===== src/rtl/nwc_mem_arb_pkg.sv =====
`default_nettype none
// ============================================================================
// Module      : nwc_mem_arb_pkg
// Description : Shared types for the banked coefficient-memory arbiter.
//               Holds the arbiter state encoding, the requester-id type, and
//               the request record (write, bn, ma, wdata) carried from the
//               selected requester into the command register.
//               The record fields are sized to the widest supported memory
//               ports; the arbiter rejects wider parameterisations at
//               elaboration.
// Revision    : 1.0  initial release
// ============================================================================
package nwc_mem_arb_pkg;

    typedef enum logic [1:0] {
        IDLE = 2'd0,
        OWN0 = 2'd1,
        OWN1 = 2'd2
    } arb_state_e;

    // 0 = host load/unload path, 1 = NTT butterfly engine
    typedef logic req_id_t;

    localparam int REQ_D_WIDTH  = 32;
    localparam int REQ_MA_WIDTH = 6;

    typedef struct packed {
        logic                    write;
        logic [REQ_D_WIDTH-1:0]  bn;
        logic [REQ_MA_WIDTH-1:0] ma;
        logic [REQ_D_WIDTH-1:0]  wdata;
    } mem_req_t;

    function automatic req_id_t other_id(input req_id_t id);
        return ~id;
    endfunction

endpackage
`default_nettype wire


===== src/rtl/nwc_mem_arb_grant.sv =====
`default_nettype none
// ============================================================================
// Module      : nwc_mem_arb_grant
// Description : Round-robin grant FSM with bounded burst for two requesters.
//               The current owner keeps the port while it stays valid, unless
//               the other requester is waiting and the owner has already had
//               BURST_MAX consecutive grants. req_ready is one-hot or zero.
// Ports       : clk, rst (async, active-high)
//               req_valid[1:0]  in   request present per requester
//               req_ready[1:0]  out  grant for this cycle (combinational)
// Revision    : 1.0  initial release
// ============================================================================
module nwc_mem_arb_grant
    import nwc_mem_arb_pkg::*;
#(
    parameter int BURST_MAX = 4
) (
    input  logic       clk,
    input  logic       rst,
    input  logic [1:0] req_valid,
    output logic [1:0] req_ready
);

    localparam int CNT_W = $clog2(BURST_MAX + 1);

    localparam logic [1:0]       C_IDLE      = IDLE;
    localparam logic [1:0]       C_OWN0      = OWN0;
    localparam logic [1:0]       C_OWN1      = OWN1;
    localparam logic [CNT_W-1:0] C_BURST_MAX = CNT_W'(BURST_MAX);

    logic [1:0]       r_state;
    logic [1:0]       w_state_nxt;
    logic             r_last;
    logic [CNT_W-1:0] r_cnt;
    logic [CNT_W-1:0] w_cnt_nxt;
    logic             w_grant;
    req_id_t          w_gid;
    req_id_t          w_owner;
    req_id_t          w_other;

    assign w_owner = (r_state == C_OWN1);
    assign w_other = other_id(w_owner);

    always_comb begin
        w_grant = 1'b0;
        w_gid   = 1'b0;
        if (r_state == C_IDLE) begin
            if (req_valid[0] && req_valid[1]) begin
                w_grant = 1'b1;
                w_gid   = ~r_last;
            end else if (req_valid[0]) begin
                w_grant = 1'b1;
                w_gid   = 1'b0;
            end else if (req_valid[1]) begin
                w_grant = 1'b1;
                w_gid   = 1'b1;
            end
        end else begin
            // Owner continues unless the other side is waiting and the burst
            // allowance is used up.
            if (req_valid[w_owner] && (!req_valid[w_other] || (r_cnt < C_BURST_MAX))) begin
                w_grant = 1'b1;
                w_gid   = w_owner;
            end else if (req_valid[w_other]) begin
                w_grant = 1'b1;
                w_gid   = w_other;
            end
        end
    end

    always_comb begin
        w_state_nxt = C_IDLE;
        w_cnt_nxt   = '0;
        if (w_grant) begin
            w_state_nxt = w_gid ? C_OWN1 : C_OWN0;
            if ((r_state != C_IDLE) && (w_gid == w_owner)) begin
                w_cnt_nxt = (r_cnt >= C_BURST_MAX) ? C_BURST_MAX : r_cnt + 1'b1;
            end else begin
                w_cnt_nxt = CNT_W'(1);
            end
        end
    end

    assign req_ready = w_grant ? (w_gid ? 2'b10 : 2'b01) : 2'b00;

    always_ff @(posedge clk or posedge rst) begin
        if (rst) begin
            r_state <= C_IDLE;
            r_last  <= 1'b1;
            r_cnt   <= '0;
        end else begin
            r_state <= w_state_nxt;
            r_cnt   <= w_cnt_nxt;
            if (w_grant) begin
                r_last <= w_gid;
            end
        end
    end

endmodule
`default_nettype wire


===== src/rtl/nwc_mem_arbiter.sv =====
`default_nettype none
// ============================================================================
// Module      : nwc_mem_arbiter
// Description : Two-requester arbiter/sequencer for the banked coefficient
//               memory (BN banks x MA words). Requester 0 = host, 1 = NTT
//               engine. An accepted request becomes a registered memory
//               command one cycle later; reads return tagged data two cycles
//               after acceptance.
// Ports       : clk, rst (async, active-high)
//               req_valid/req_ready/req_write/req_bn/req_ma/req_wdata [1:0]
//               mem_r_enable, mem_w_enable, mem_bn_idx, mem_ma_idx,
//               mem_data_in (registered command), mem_ans (read data in)
//               rsp_valid[1:0], rsp_data, err_range (sticky)
// Config      : MEM_ARB_RANGE_CHECK_EN - suppress memory enables for
//               out-of-range indices, return zero read data, raise err_range.
// Revision    : 1.0  initial release
// ============================================================================
module nwc_mem_arbiter
    import nwc_mem_arb_pkg::*;
#(
    parameter int D_WIDTH   = 32,
    parameter int BN        = 4,
    parameter int MA        = 64,
    parameter int MA_WIDTH  = 6,
    parameter int BURST_MAX = 4
) (
    input  logic                     clk,
    input  logic                     rst,
    input  logic [1:0]               req_valid,
    output logic [1:0]               req_ready,
    input  logic [1:0]               req_write,
    input  logic [1:0][D_WIDTH-1:0]  req_bn,
    input  logic [1:0][MA_WIDTH-1:0] req_ma,
    input  logic [1:0][D_WIDTH-1:0]  req_wdata,
    output logic                     mem_r_enable,
    output logic                     mem_w_enable,
    output logic [D_WIDTH-1:0]       mem_bn_idx,
    output logic [MA_WIDTH-1:0]      mem_ma_idx,
    output logic [D_WIDTH-1:0]       mem_data_in,
    input  logic [D_WIDTH-1:0]       mem_ans,
    output logic [1:0]               rsp_valid,
    output logic [D_WIDTH-1:0]       rsp_data,
    output logic                     err_range
);

    if ((BURST_MAX < 1) || (BN < 1) || (MA < 1) || (MA > (1 << MA_WIDTH)) ||
        (D_WIDTH > REQ_D_WIDTH) || (MA_WIDTH > REQ_MA_WIDTH)) begin : g_bad_params
        $error("nwc_mem_arbiter: illegal parameter combination");
    end

    logic     w_accept;
    req_id_t  w_id;
    mem_req_t w_sel;
    logic     w_range_bad;

    nwc_mem_arb_grant #(
        .BURST_MAX (BURST_MAX)
    ) u_grant (
        .clk       (clk),
        .rst       (rst),
        .req_valid (req_valid),
        .req_ready (req_ready)
    );

    // req_ready is one-hot, so bit 1 alone identifies the winner.
    assign w_accept = |(req_valid & req_ready);
    assign w_id     = req_ready[1];

    always_comb begin
        w_sel.write = req_write[w_id];
        w_sel.bn    = REQ_D_WIDTH'(req_bn[w_id]);
        w_sel.ma    = REQ_MA_WIDTH'(req_ma[w_id]);
        w_sel.wdata = REQ_D_WIDTH'(req_wdata[w_id]);
    end

`ifdef MEM_ARB_RANGE_CHECK_EN
    assign w_range_bad = (w_sel.bn >= REQ_D_WIDTH'(BN)) ||
                         ({1'b0, w_sel.ma} >= (REQ_MA_WIDTH + 1)'(MA));
`else
    assign w_range_bad = 1'b0;
`endif

    // ------------------------------------------------------------------
    // Command register: enables pulse for one cycle per accepted request;
    // address/data hold between commands.
    // ------------------------------------------------------------------
    logic                r_mem_r_enable;
    logic                r_mem_w_enable;
    logic [D_WIDTH-1:0]  r_mem_bn_idx;
    logic [MA_WIDTH-1:0] r_mem_ma_idx;
    logic [D_WIDTH-1:0]  r_mem_data_in;

    always_ff @(posedge clk or posedge rst) begin
        if (rst) begin
            r_mem_r_enable <= 1'b0;
            r_mem_w_enable <= 1'b0;
            r_mem_bn_idx   <= '0;
            r_mem_ma_idx   <= '0;
            r_mem_data_in  <= '0;
        end else begin
            r_mem_r_enable <= w_accept && !w_sel.write && !w_range_bad;
            r_mem_w_enable <= w_accept &&  w_sel.write && !w_range_bad;
            if (w_accept) begin
                r_mem_bn_idx  <= D_WIDTH'(w_sel.bn);
                r_mem_ma_idx  <= MA_WIDTH'(w_sel.ma);
                r_mem_data_in <= D_WIDTH'(w_sel.wdata);
            end
        end
    end

    assign mem_r_enable = r_mem_r_enable;
    assign mem_w_enable = r_mem_w_enable;
    assign mem_bn_idx   = r_mem_bn_idx;
    assign mem_ma_idx   = r_mem_ma_idx;
    assign mem_data_in  = r_mem_data_in;

    // ------------------------------------------------------------------
    // Response tag pipe. Stage 2 lines up with mem_ans. The "bad" bit marks
    // suppressed out-of-range reads so they return zero instead of stale
    // memory output.
    // ------------------------------------------------------------------
    logic    r_tag1_valid;
    req_id_t r_tag1_id;
    logic    r_tag1_bad;
    logic    r_tag2_valid;
    req_id_t r_tag2_id;
    logic    r_tag2_bad;

    always_ff @(posedge clk or posedge rst) begin
        if (rst) begin
            r_tag1_valid <= 1'b0;
            r_tag1_id    <= 1'b0;
            r_tag1_bad   <= 1'b0;
            r_tag2_valid <= 1'b0;
            r_tag2_id    <= 1'b0;
            r_tag2_bad   <= 1'b0;
        end else begin
            r_tag1_valid <= w_accept && !w_sel.write;
            r_tag1_id    <= w_id;
            r_tag1_bad   <= w_range_bad;
            r_tag2_valid <= r_tag1_valid;
            r_tag2_id    <= r_tag1_id;
            r_tag2_bad   <= r_tag1_bad;
        end
    end

    assign rsp_valid = {r_tag2_valid &&  r_tag2_id,
                        r_tag2_valid && !r_tag2_id};
    assign rsp_data  = (r_tag2_valid && !r_tag2_bad) ? mem_ans : '0;

`ifdef MEM_ARB_RANGE_CHECK_EN
    logic r_err_range;

    always_ff @(posedge clk or posedge rst) begin
        if (rst) begin
            r_err_range <= 1'b0;
        end else if (w_accept && w_range_bad) begin
            r_err_range <= 1'b1;
        end
    end

    assign err_range = r_err_range;
`else
    assign err_range = 1'b0;
`endif

endmodule
`default_nettype wire


===== config.mk =====
export PLATFORM = sky130hd
export DESIGN_NAME = nwc_mem_arbiter
export DESIGN_NICKNAME = d
export VERILOG_FILES = /design/src/rtl/nwc_mem_arb_pkg.sv /design/src/rtl/nwc_mem_arb_grant.sv /design/src/rtl/nwc_mem_arbiter.sv
export SDC_FILE = /design/constraint.sdc
export NUM_CORES = 1
export LEC_CHECK = 0
export CAP_MARGIN = 20
export CORE_MARGIN = 5
export CORE_UTILIZATION = 39
export DETAILED_ROUTE_END_ITERATION = 8
export PLACE_DENSITY = 0.95
export SYNTH_ARGS = -nofsm -noshare
export SYNTH_HDL_FRONTEND = slang
export SYNTH_SLANG_ARGS = --single-unit
export TNS_END_PERCENT = 10

===== constraint.sdc =====
create_clock -name clk -period 7.4 [get_ports clk]
set_clock_uncertainty 0.05 [all_clocks]
set_input_delay 1.48 -clock clk [delete_from_list [all_inputs] [get_ports clk]]
set_output_delay 1.48 -clock clk [all_outputs]
set_load 0.02 [all_outputs]

### Word level (Yosys, flattened, before mapping)

Index checks and enable logic that the tools add are counted.

* flip-flop bits (word level): 81
* input bits: 178
* output and inout port bits: 109
* word-level logic and storage cells: 65

* add/sub/neg operators: 1
* order comparisons: 5
* eq/ne operators: 2
* mux-type cells: 29
* bitwise gates (word level): 3
* reductions and logical operators: 14

Operators by type and width (number)
* 32-bit two-way mux: 5
* 1-bit two-way mux: 17
* 6-bit two-way mux: 2
* 3-bit two-way mux: 3
* 1-bit logical AND: 7
* 1-bit by 2-bit less-than comparator with 1-bit output, second input constant: 3
* 2-bit two-way mux: 2
* 3-bit by 1-bit adder with 3-bit output, second input constant: 1
* 3-bit >= comparator, second input constant: 1
* 1-bit logical NOT: 3
* 3-bit less-than comparator, second input constant: 1
* 2-bit bitwise AND: 1
* 2-bit == test, second input constant: 1
* 2-bit logical NOT: 1
* 1-bit NOT: 2
* 2-bit nonzero test: 1
* 2-bit OR reduction: 1
* 1-bit == test: 1
* 1-bit logical OR: 1

### Longest topological paths before layout

Gate-level depths: netlist of the first run.

* word-level depth: 15
* depth in mapped cells: 6
* depth with buffers taken out: 3

### Cells and area by module

A second synthesis of the first run with hierarchy kept.

* cell total of the unflattened synthesis: 310
* area, all modules: 4535.6 um2

Modules (own cells, without submodules)
* nwc_mem_arbiter: times used 1, cells an instance 276, area an instance 4202.8 um2
* nwc_mem_arb_grant: times used 1, cells an instance 34, area an instance 332.8 um2

### Worst setup path before layout of the first run

OpenSTA, ideal clock, no wires.

* path kind: input-to-output
* from: input port req_valid[0]
* to: output port req_ready[0]
* arrival: 2474 ps
* required time: 5870 ps
* slack: 3396 ps
* cell stages on the path: 6
* path buffers: 3
* cells stage by stage: buf_2 nand2_1 o2111ai_2 buf_6 buf_6 and2_1

* cells in the longest elaborated chain, start to end: 9

RTL lines
* start: declaration: line nwc_mem_arbiter.sv:29 `input logic [1:0] req_valid,`
* 1-bit two-way mux (not written as such) (2 in series): line nwc_mem_arb_grant.sv:61, nwc_mem_arb_grant.sv:64
* 1-bit logical NOT: line nwc_mem_arb_grant.sv:61 `if (req_valid[w_owner] && (!req_valid[w_other] || (r_cnt < C_BURST_MAX))) begin`
* 1-bit logical OR: line nwc_mem_arb_grant.sv:61
* 1-bit logical AND: line nwc_mem_arb_grant.sv:61
* 1-bit two-way mux: line nwc_mem_arb_grant.sv:61
* 1-bit two-way mux: line nwc_mem_arb_grant.sv:47 `if (r_state == C_IDLE) begin`
* 2-bit two-way mux: line nwc_mem_arb_grant.sv:84 `assign req_ready = w_grant ? (w_gid ? 2'b10 : 2'b01) : 2'b00;`
* 2-bit two-way mux *: line nwc_mem_arb_grant.sv:84
* end: declaration: line nwc_mem_arbiter.sv:30 `output logic [1:0] req_ready,`

Every way passes the cells marked *; elsewhere a longest branch is shown, timed or not. The select of a mux whose other input is x is not followed.

### Worst setup path in the final report of the first run

Same ends and word-level chain as after synthesis.

==> results.sh, run 1 <==
export IMPL_drive_above_1_share_pct=26.9
export IMPL_drt_initial_drc_count=61
export IMPL_dieArea_um2=13200
export IMPL_first_pass_iters=4
export IMPL_setup_viol=0
export IMPL_drv_slew=0
export IMPL_yosys_area_top_type_share_pct=46.1
export IMPL_crit_required_ns=5.87
export IMPL_pwr_density_cell_nw_per_um2=195
export IMPL_synthTopCellsByArea="dfrtp_1 (46%), mux2_2 (25%), mux2_4 (14%)"
export IMPL_cts_sinks=80
export IMPL_core_rowCount=38
export IMPL_max_cap_violations=0
export IMPL_multiInputGateArea_um2=2130
export IMPL_yosysWarnings=0
export IMPL_worst_pin_slew_ns=1.01
export IMPL_antenna_found_initial=0
export IMPL_synth_area_leader_cell="dfrtp_1"
export IMPL_final_min_clock_period_ns=5.46
export IMPL_crit_slowest_cell="buf_4"
export IMPL_p_leak_uw=0.00312
export IMPL_crit_type="in -> out"
export IMPL_gp_routability_congestion=0.769
export IMPL_gr_total_overflow=0
export IMPL_syn_nets=487
export IMPL_irDropWorstVdd_v=0.000129
export IMPL_syn_inst=307
export IMPL_netlist_area_um2=4290
export IMPL_h_tree_depth=3
export IMPL_place_area_um2=7200
export IMPL_finalInstanceArea_um2=7460
export IMPL_max_freq_mhz=183
export IMPL_grt_max_degree=83
export IMPL_rsz0062_at_grt="no"
export IMPL_path_cells="buf_4 -> nand2_1 -> o2111ai_4 -> and2_1 -> clkdlybuf4s50_1"
export IMPL_fin_tns_setup_ns=0
export IMPL_crit_path_end_kind="output port"
export IMPL_startpoint_type="primary input"
export IMPL_ys_types=29
export IMPL_period_share_pct=73.8
export IMPL_clock_latency_ns=0.35
export IMPL_diodes=0
export IMPL_path_clk_slew_ns=0.08
export IMPL_arrival_ns=3.93
export IMPL_ys_ff_latch=80
export IMPL_grt_use_total_pct=19.3
export IMPL_final_cell_mix="clkdlybuf4s50_1 (284), mux2_2 (96), dfrtp_1 (79)"
export IMPL_cts_path_max_buffers=2
export IMPL_initial_core_util_pct=39.7
export IMPL_fin_cells=730
export IMPL_hold_buffers=0
export IMPL_critPathMaxStageDelay_ns=0.75
export IMPL_ys_seq_area_share_pct=46.7
export IMPL_hold_path_class="reg -> reg"
export IMPL_port_buffers=285
export IMPL_drcViolationCount=0
export IMPL_dp_cells=713
export IMPL_hpwlAfterDp_um=10300
export IMPL_grt_pass1_wl_um=19800
export IMPL_via_count=3513
export IMPL_cts_root_buf="clkbuf_8"
export IMPL_syn_to_final_growth_pct=74.1
export IMPL_viasPerCell=4.81
export IMPL_num_io_pins=287
export IMPL_fillers=748
export IMPL_cts_resized=0
export IMPL_chipWidth_um=115
export IMPL_fp_coreArea_um2=10800
export IMPL_final_common_cell="clkdlybuf4s50_1"
export IMPL_ant_nets=0
export IMPL_die_h_um=115
export IMPL_post_cts_buffers=0
export IMPL_post_drt_wl_per_cell_um=18.2
export IMPL_hold_violations=0
export IMPL_critPathMaxFanout=82
export IMPL_drt_total_wl_um=13300
export IMPL_status="finished, final reports clean"
export IMPL_nets=765
export IMPL_avgSynthCellArea_um2=14.0
export IMPL_grt_pass1_vias=3840
export IMPL_cts_tree="done"
export IMPL_regArea_um2=2000
export IMPL_max_slew_margin_pct=32.5
export IMPL_cts_made_buffers=9
## area by class of cell
| class | instances | share of cell area [%] |
|---|---|---|
| Timing Repair Buffer | 288 | 38.8 |
| Multi-Input combinational cell | 199 | 28.6 |
| Sequential cell | 80 | 26.8 |
| Tap cell | 140 | 2.35 |
| Clock buffer | 11 | 2.03 |
| Clock inverter | 5 | 1.06 |
| Inverter | 7 | 0.369 |
## metal layers
layer	global-route usage, %	vias up	part of all wire, %	wire length, um
met5	0	-	0	0
met4	7.82	0	2.5	333
met3	6.16	24	9.4	1250
met2	35.8	173	53	7030
met1	20.0	1686	35	4640
li1	-	1630	-	-
## power breakdown
part | total [uW] | switching [uW] | internal [uW]
Sequential | 540 | 39.8 | 500
Combinational | 540 | 213 | 327
Clock | 372 | 164 | 208
## synth_stat cells
| master | n |
|---|---|
| mux2_2 | 96 |
| dfrtp_1 | 79 |
| buf_6 | 6 |
| nand4b_1 | 1 |
| mux2_1 | 4 |
| a21oi_1 | 1 |
| nand2b_1 | 1 |
| a221o_1 | 1 |
| and2_1 | 34 |
| nand4bb_1 | 1 |
| o2111ai_2 | 1 |
| mux2_4 | 40 |
| o221ai_1 | 1 |
| o21ai_0 | 3 |
| dfstp_2 | 1 |
| nand2_1 | 4 |
| ha_1 | 2 |
| buf_1 | 1 |
| buf_2 | 5 |
| buf_4 | 1 |
| nor2b_1 | 1 |
| mux2i_1 | 3 |
| nor3_1 | 1 |
| nor2_1 | 1 |
| conb_1 | 1 |
| nand3_1 | 1 |
| and3b_1 | 1 |
| inv_1 | 7 |
| clkbuf_1 | 8 |
## through the flow
step | setup WS [ns] | total power [uW] | hold slack [ns] | util, %
3_3_place_gp | 1.99 | 1070 | 0.312 | 66.8
3_5_place_dp | 1.93 | 1090 | 0.319 | 66.8
2_1_floorplan | 3.40 | 818 | 0.357 | -
6_report | 1.94 | 1450 | 0.319 | 69.1
5_1_grt | 1.79 | 1520 | 0.323 | 69.1
4_1_cts | 1.92 | 1470 | 0.322 | 68.9
## registers in the layout, summed over array words and instances (netlist names), 3 cells and up
register / flops
u_grant.r_cnt: 3
mem_ma_idx: 6
mem_data_in: 32
mem_bn_idx: 32
## kinds of logic after synthesis
group                    share of synthesized area, %
multiplexers                                     41.0
flip-flops                                       46.7
AND/OR/NAND/NOR                                  6.60
buffers and inverters                            3.74
AO/OA/AOI/OAI                                    1.26
adder cells (fa/ha/maj)                         0.584
other                                          0.0875
## critical path: cells and delay by family
kind            cells  cell delay (ns)
buf+inv             2             1.36
compound gates      1             0.59
simple gates        2             0.46
## worst paths after layout
kind | from | end | slack [ns] | cells past startpoint
worst max-delay path | req_valid[0] | req_ready[0] | 1.94 | 5
worst min-delay path | r_tag1_valid | r_tag2_valid | 0.32 | 0
worst max register to register | u_grant.r_state[0] | mem_data_in[21] | 4.68 | 4
worst min register to register | r_tag1_valid | r_tag2_valid | 0.32 | 0
max in group asynchronous | rst | u_grant.r_last | 5.26 | 4
min in group asynchronous | rst | mem_bn_idx[26] | 1.43 | 3
(Power assumes the default switching activity.)
==> inputs of run 2 (changes only) <==
Settings changed: CORE_UTILIZATION 39 to 36, PLACE_DENSITY 0.95 to 0.89.
Clock period 7.4 ns to 5.2 ns, I/O delays scaled along.
==> run 2 against run 1 <==
First-iteration DRC count grew 90%; core utilization down 4.3 points; total power rose by 46%; critical path type unchanged; largest cell class unchanged; highest routed layer unchanged.
==> results.sh, run 2 (synthesis gave the netlist of run 1 again) <==
export IMPL_fin_tns_setup_ns=0
export IMPL_final_cell_mix="clkdlybuf4s50_1 (284), mux2_2 (96), dfrtp_1 (79)"
export IMPL_h_tree_depth=3
export IMPL_cts_root_buf="clkbuf_16"
export IMPL_regArea_um2=2000
export IMPL_p_leak_uw=0.00314
export IMPL_clock_latency_ns=0.33
export IMPL_cpMostUsedCell="clkdlybuf4s50_1"
export IMPL_grt_pass1_wl_um=21100
export IMPL_max_cap_violations=0
export IMPL_arrival_ns=2.89
export IMPL_chipWidth_um=119
export IMPL_critical_path_buf_inv_count=3
export IMPL_gp_routability_congestion=0.769
export IMPL_setup_slack_ns=1.22
export IMPL_antenna_found_initial=0
export IMPL_final_common_cell="clkdlybuf4s50_1"
export IMPL_hold_violations=0
export IMPL_worst_pin_slew_ns=1.03
export IMPL_drive_above_1_share_pct=26.8
export IMPL_via_count=3487
export IMPL_grt_use_total_pct=18.7
export IMPL_cts_resized=0
export IMPL_drv_slew=0
export IMPL_num_io_pins=287
export IMPL_rsz0062_at_grt="no"
export IMPL_critPathMaxFanout=21
export IMPL_cts_made_buffers=9
export IMPL_path_clk_slew_ns=0.06
export IMPL_multiInputGateArea_um2=2130
export IMPL_crit_path_end_kind="output port"
export IMPL_gr_total_overflow=0
export IMPL_grt_max_degree=79
export IMPL_irDropWorstVdd_v=0.000171
export IMPL_first_pass_iters=3
export IMPL_syn_to_final_growth_pct=74.9
export IMPL_drcViolationCount=0
export IMPL_drt_initial_drc_count=116
export IMPL_crit_type="in -> out"
export IMPL_final_min_clock_period_ns=3.98
export IMPL_diodes=0
export IMPL_nets=766
export IMPL_hpwlAfterDp_um=10500
export IMPL_max_slew_margin_pct=31.6
export IMPL_cts_path_max_buffers=2
export IMPL_core_rowCount=39
export IMPL_port_buffers=285
export IMPL_hold_slack_ns=0.327
export IMPL_startpoint_type="primary input"
export IMPL_die_h_um=119
export IMPL_ant_nets=0
export IMPL_dieArea_um2=14200
export IMPL_fillers=883
export IMPL_crit_family="buffers and inverters"
export IMPL_hold_path_class="reg -> reg"
export IMPL_grt_pass1_vias=3923
export IMPL_max_freq_mhz=251
export IMPL_fp_coreArea_um2=11600
export IMPL_critPathMaxStageDelay_ns=0.63
export IMPL_hold_buffers=0
export IMPL_crit_required_ns=4.11
export IMPL_cts_sinks=80
export IMPL_preCtsSetupSlack_ns=1.22
export IMPL_status="finished, final reports clean"
export IMPL_viasPerCell=4.76
export IMPL_crit_slowest_cell="clkdlybuf4s50_1"
export IMPL_drt_total_wl_um=13400
export IMPL_pwr_density_cell_nw_per_um2=283
export IMPL_post_cts_buffers=0
export IMPL_cts_tree="done"
export IMPL_post_drt_wl_per_cell_um=18.3
export IMPL_p_total_uw=2120
export IMPL_setup_viol=0
export IMPL_path_cells="clkdlybuf4s50_1 -> o2111ai_4 -> buf_4 -> and2_1 -> clkdlybuf4s50_1"
export IMPL_initial_core_util_pct=37.1
export IMPL_period_share_pct=76.6
[run 2: cell types whose count changed in the layout (fill, tap and decap cells not counted), sizes merged]
| cell | before | now |
|---|---|---|
| clkinv | 4 | 3 |
| buf | 4 | 5 |
| clkinvlp | 0 | 1 |
| clkbuf | 11 | 12 |
| bufinv | 2 | 0 |
[run 2: through the flow]
| stage | utilization [%] | instance area [um^2] | instances |
|---|---|---|---|
| 6_report | 64.8 | 7500 | 733 |
| 5_1_grt | 64.8 | 7500 | 733 |
| 4_1_cts | 64.8 | 7500 | 733 |
| 3_5_place_dp | 62.5 | 7220 | 718 |
| 3_3_place_gp | 62.5 | 7220 | 718 |
| 2_1_floorplan | - | 4290 | 307 |
[run 2: power breakdown]
group | total, uW | internal [uW] | switching (uW)
Combinational | 767 | 464 | 303
Sequential | 770 | 713 | 56.6
Clock | 585 | 345 | 240
[run 2: path summary, 6_finish.rpt]
kind / end / cells after the start / startpoint / slack, ns
max in group asynchronous: mem_data_in[14] / 3 / rst / 3.06
min: r_tag2_valid / 0 / r_tag1_valid / 0.33
min reg2reg: r_tag2_valid / 0 / r_tag1_valid / 0.33
max: req_ready[0] / 5 / req_valid[1] / 1.22
min in group asynchronous: mem_data_in[21] / 2 / rst / 1.05
max reg2reg: mem_data_in[28] / 5 / u_grant.r_state[0] / 2.62
[run 2: final cells by class]
type / instances / area share (%)
Timing Repair Buffer: 289 / 38.4
Tap cell: 143 / 2.39
Clock buffer: 12 / 3.42
Sequential cell: 80 / 26.7
Multi-Input combinational cell: 199 / 28.5
Clock inverter: 3 / 0.234
Inverter: 7 / 0.367
[run 2: layer usage]
layer / global-route usage [%] / up-vias / wire, um
met4: 8.69 / 0 / 399
met3: 7.25 / 29 / 1340
li1: - / 1629 / -
met5: 0 / - / 0
met1: 19.8 / 1642 / 4980
met2: 32.9 / 187 / 6730
==> inputs of run 3 (changes only) <==
Clock period 5.2 ns to 4.1 ns, I/O delays scaled along.
==> run 3 against run 2 <==
Critical path depth down 1; sequential cell count stayed put; hold slack improved by 0.017 ns; die area stayed put; critical path type unchanged; critical endpoint unchanged; largest cell class unchanged.
==> results.sh, run 3 (synthesis gave the netlist of run 1 again) <==
export IMPL_status="finished, final reports clean"
export IMPL_initial_core_util_pct=37.1
export IMPL_wl_met2_um=6840
export IMPL_worst_pin_slew_ns=0.985
export IMPL_cts_made_buffers=9
export IMPL_cp_startpoint="req_valid[1]"
export IMPL_diodes=0
export IMPL_nets=768
export IMPL_fillers=855
export IMPL_viasPerCell=4.78
export IMPL_grt_use_total_pct=18.6
export IMPL_pwr_density_cell_nw_per_um2=382
export IMPL_crit_type="in -> out"
export IMPL_setup_viol=0
export IMPL_wl_met1_um=4750
export IMPL_startpoint_type="primary input"
export IMPL_crit_path_end_kind="output port"
export IMPL_drcViolationCount=0
export IMPL_gr_total_overflow=0
export IMPL_cts_root_buf="clkbuf_16"
export IMPL_wl_met3_um=1380
export IMPL_cts_path_max_buffers=2
export IMPL_rsz0062_at_grt="no"
export IMPL_die_h_um=119
export IMPL_final_common_cell="clkdlybuf4s50_1"
export IMPL_hold_buffers=0
export IMPL_critPathMaxFanout=7
export IMPL_grt_pass1_wl_um=21000
export IMPL_final_min_clock_period_ns=3.27
export IMPL_max_freq_mhz=306
export IMPL_cts_sinks=80
export IMPL_fin_tns_setup_ns=0
export IMPL_max_slew_margin_pct=34.4
export IMPL_irDropWorstVdd_v=0.000205
export IMPL_port_buffers=285
export IMPL_chipWidth_um=119
export IMPL_crit_required_ns=3.23
export IMPL_hold_slack_ns=0.345
export IMPL_clock_latency_ns=0.33
export IMPL_cts_resized=0
export IMPL_cts_tree="done"
export IMPL_gp_routability_congestion=0.801
export IMPL_post_drt_wl_per_cell_um=18.1
export IMPL_hold_path_class="reg -> reg"
export IMPL_first_pass_iters=4
export IMPL_drt_total_wl_um=13400
export IMPL_via_count=3518
export IMPL_arrival_ns=2.40
export IMPL_grt_max_degree=79
export IMPL_r2r_start="u_grant.r_state[0]"
export IMPL_period_share_pct=79.8
export IMPL_fp_coreArea_um2=11600
export IMPL_min_from="r_tag1_valid"
export IMPL_antenna_found_initial=0
export IMPL_top_layer="met4"
export IMPL_h_tree_depth=3
export IMPL_syn_to_final_growth_pct=77.7
export IMPL_drv_slew=0
export IMPL_drive_above_1_share_pct=27.3
export IMPL_ant_nets=0
export IMPL_hold_violations=0
export IMPL_core_rowCount=39
export IMPL_p_leak_uw=0.00319
export IMPL_drt_initial_drc_count=78
export IMPL_final_cell_mix="clkdlybuf4s50_1 (284), mux2_2 (96), dfrtp_1 (79)"
export IMPL_grt_pass1_vias=4044
export IMPL_max_cap_violations=0
export IMPL_num_io_pins=287
export IMPL_dieArea_um2=14200
export IMPL_post_cts_buffers=0
export IMPL_path_clk_slew_ns=0.06
export IMPL_hpwlAfterDp_um=10600
-- run 3: cell types whose count changed in the layout (fill, tap and decap cells not counted) --
cell	previous run	this run
buf_12	0	1
buf_4	5	6
bufinv_16	0	3
clkbuf_1	1	0
clkbuf_8	2	3
clkinv_2	3	1
clkinv_4	0	1
clkinvlp_4	1	0
-- run 3: layout make-up --
| class | instances | area [um^2] | area share, % |
|---|---|---|---|
| well taps | 143 | 179 | 2.35 |
| clock buffers | 12 | 267 | 3.50 |
| inverters | 7 | 27.5 | 0.361 |
| multi-input cells | 199 | 2130 | 28.0 |
| repair buffers | 291 | 2910 | 38.2 |
| clock inverters | 4 | 98.8 | 1.30 |
| flip-flops and latches | 80 | 2000 | 26.3 |
-- run 3: metal layers --
metal  up-vias  GRT usage [%]
li1       1641              -
met2       197           32.9
met3        28           6.97
met4         0           8.98
met5         -              0
met1      1652           19.5
-- run 3: final timing paths --
kind / endpoint / slack (ns) / cells after the start
setup / recovery: req_ready[0] / 0.83 / 4
min in group asynchronous: mem_data_in[22] / 0.74 / 2
hold / removal: r_tag2_valid / 0.34 / 0
setup reg to reg: mem_bn_idx[31] / 2.10 / 4
max in group asynchronous: u_grant.r_last / 2.40 / 4
hold reg to reg: r_tag2_valid / 0.34 / 0
-- run 3: report_power, final --
part / total [uW] / switching, uW / internal, uW
clock network: 963 / 317 / 646
logic: 975 / 384 / 590
registers: 975 / 71.1 / 904
-- run 3: stage by stage --
step,std cells,utilization [%],worst slack [ns],instance area (um^2),total power (uW)
after floorplan,307,-,1.18,4290,1480
after global placement,719,62.5,0.870,7230,1940
after detailed placement,719,62.5,0.852,7230,1970
after CTS,735,65.7,0.831,7600,2950
after global routing,736,65.9,0.772,7620,3040
final,736,65.9,0.830,7620,2910
-- run 3: critical path: stages --
cell and delay (ns):
clkdlybuf4s50_1 0.63, o2111ai_4 0.18, and2_1 0.21, clkdlybuf4s50_1 0.55
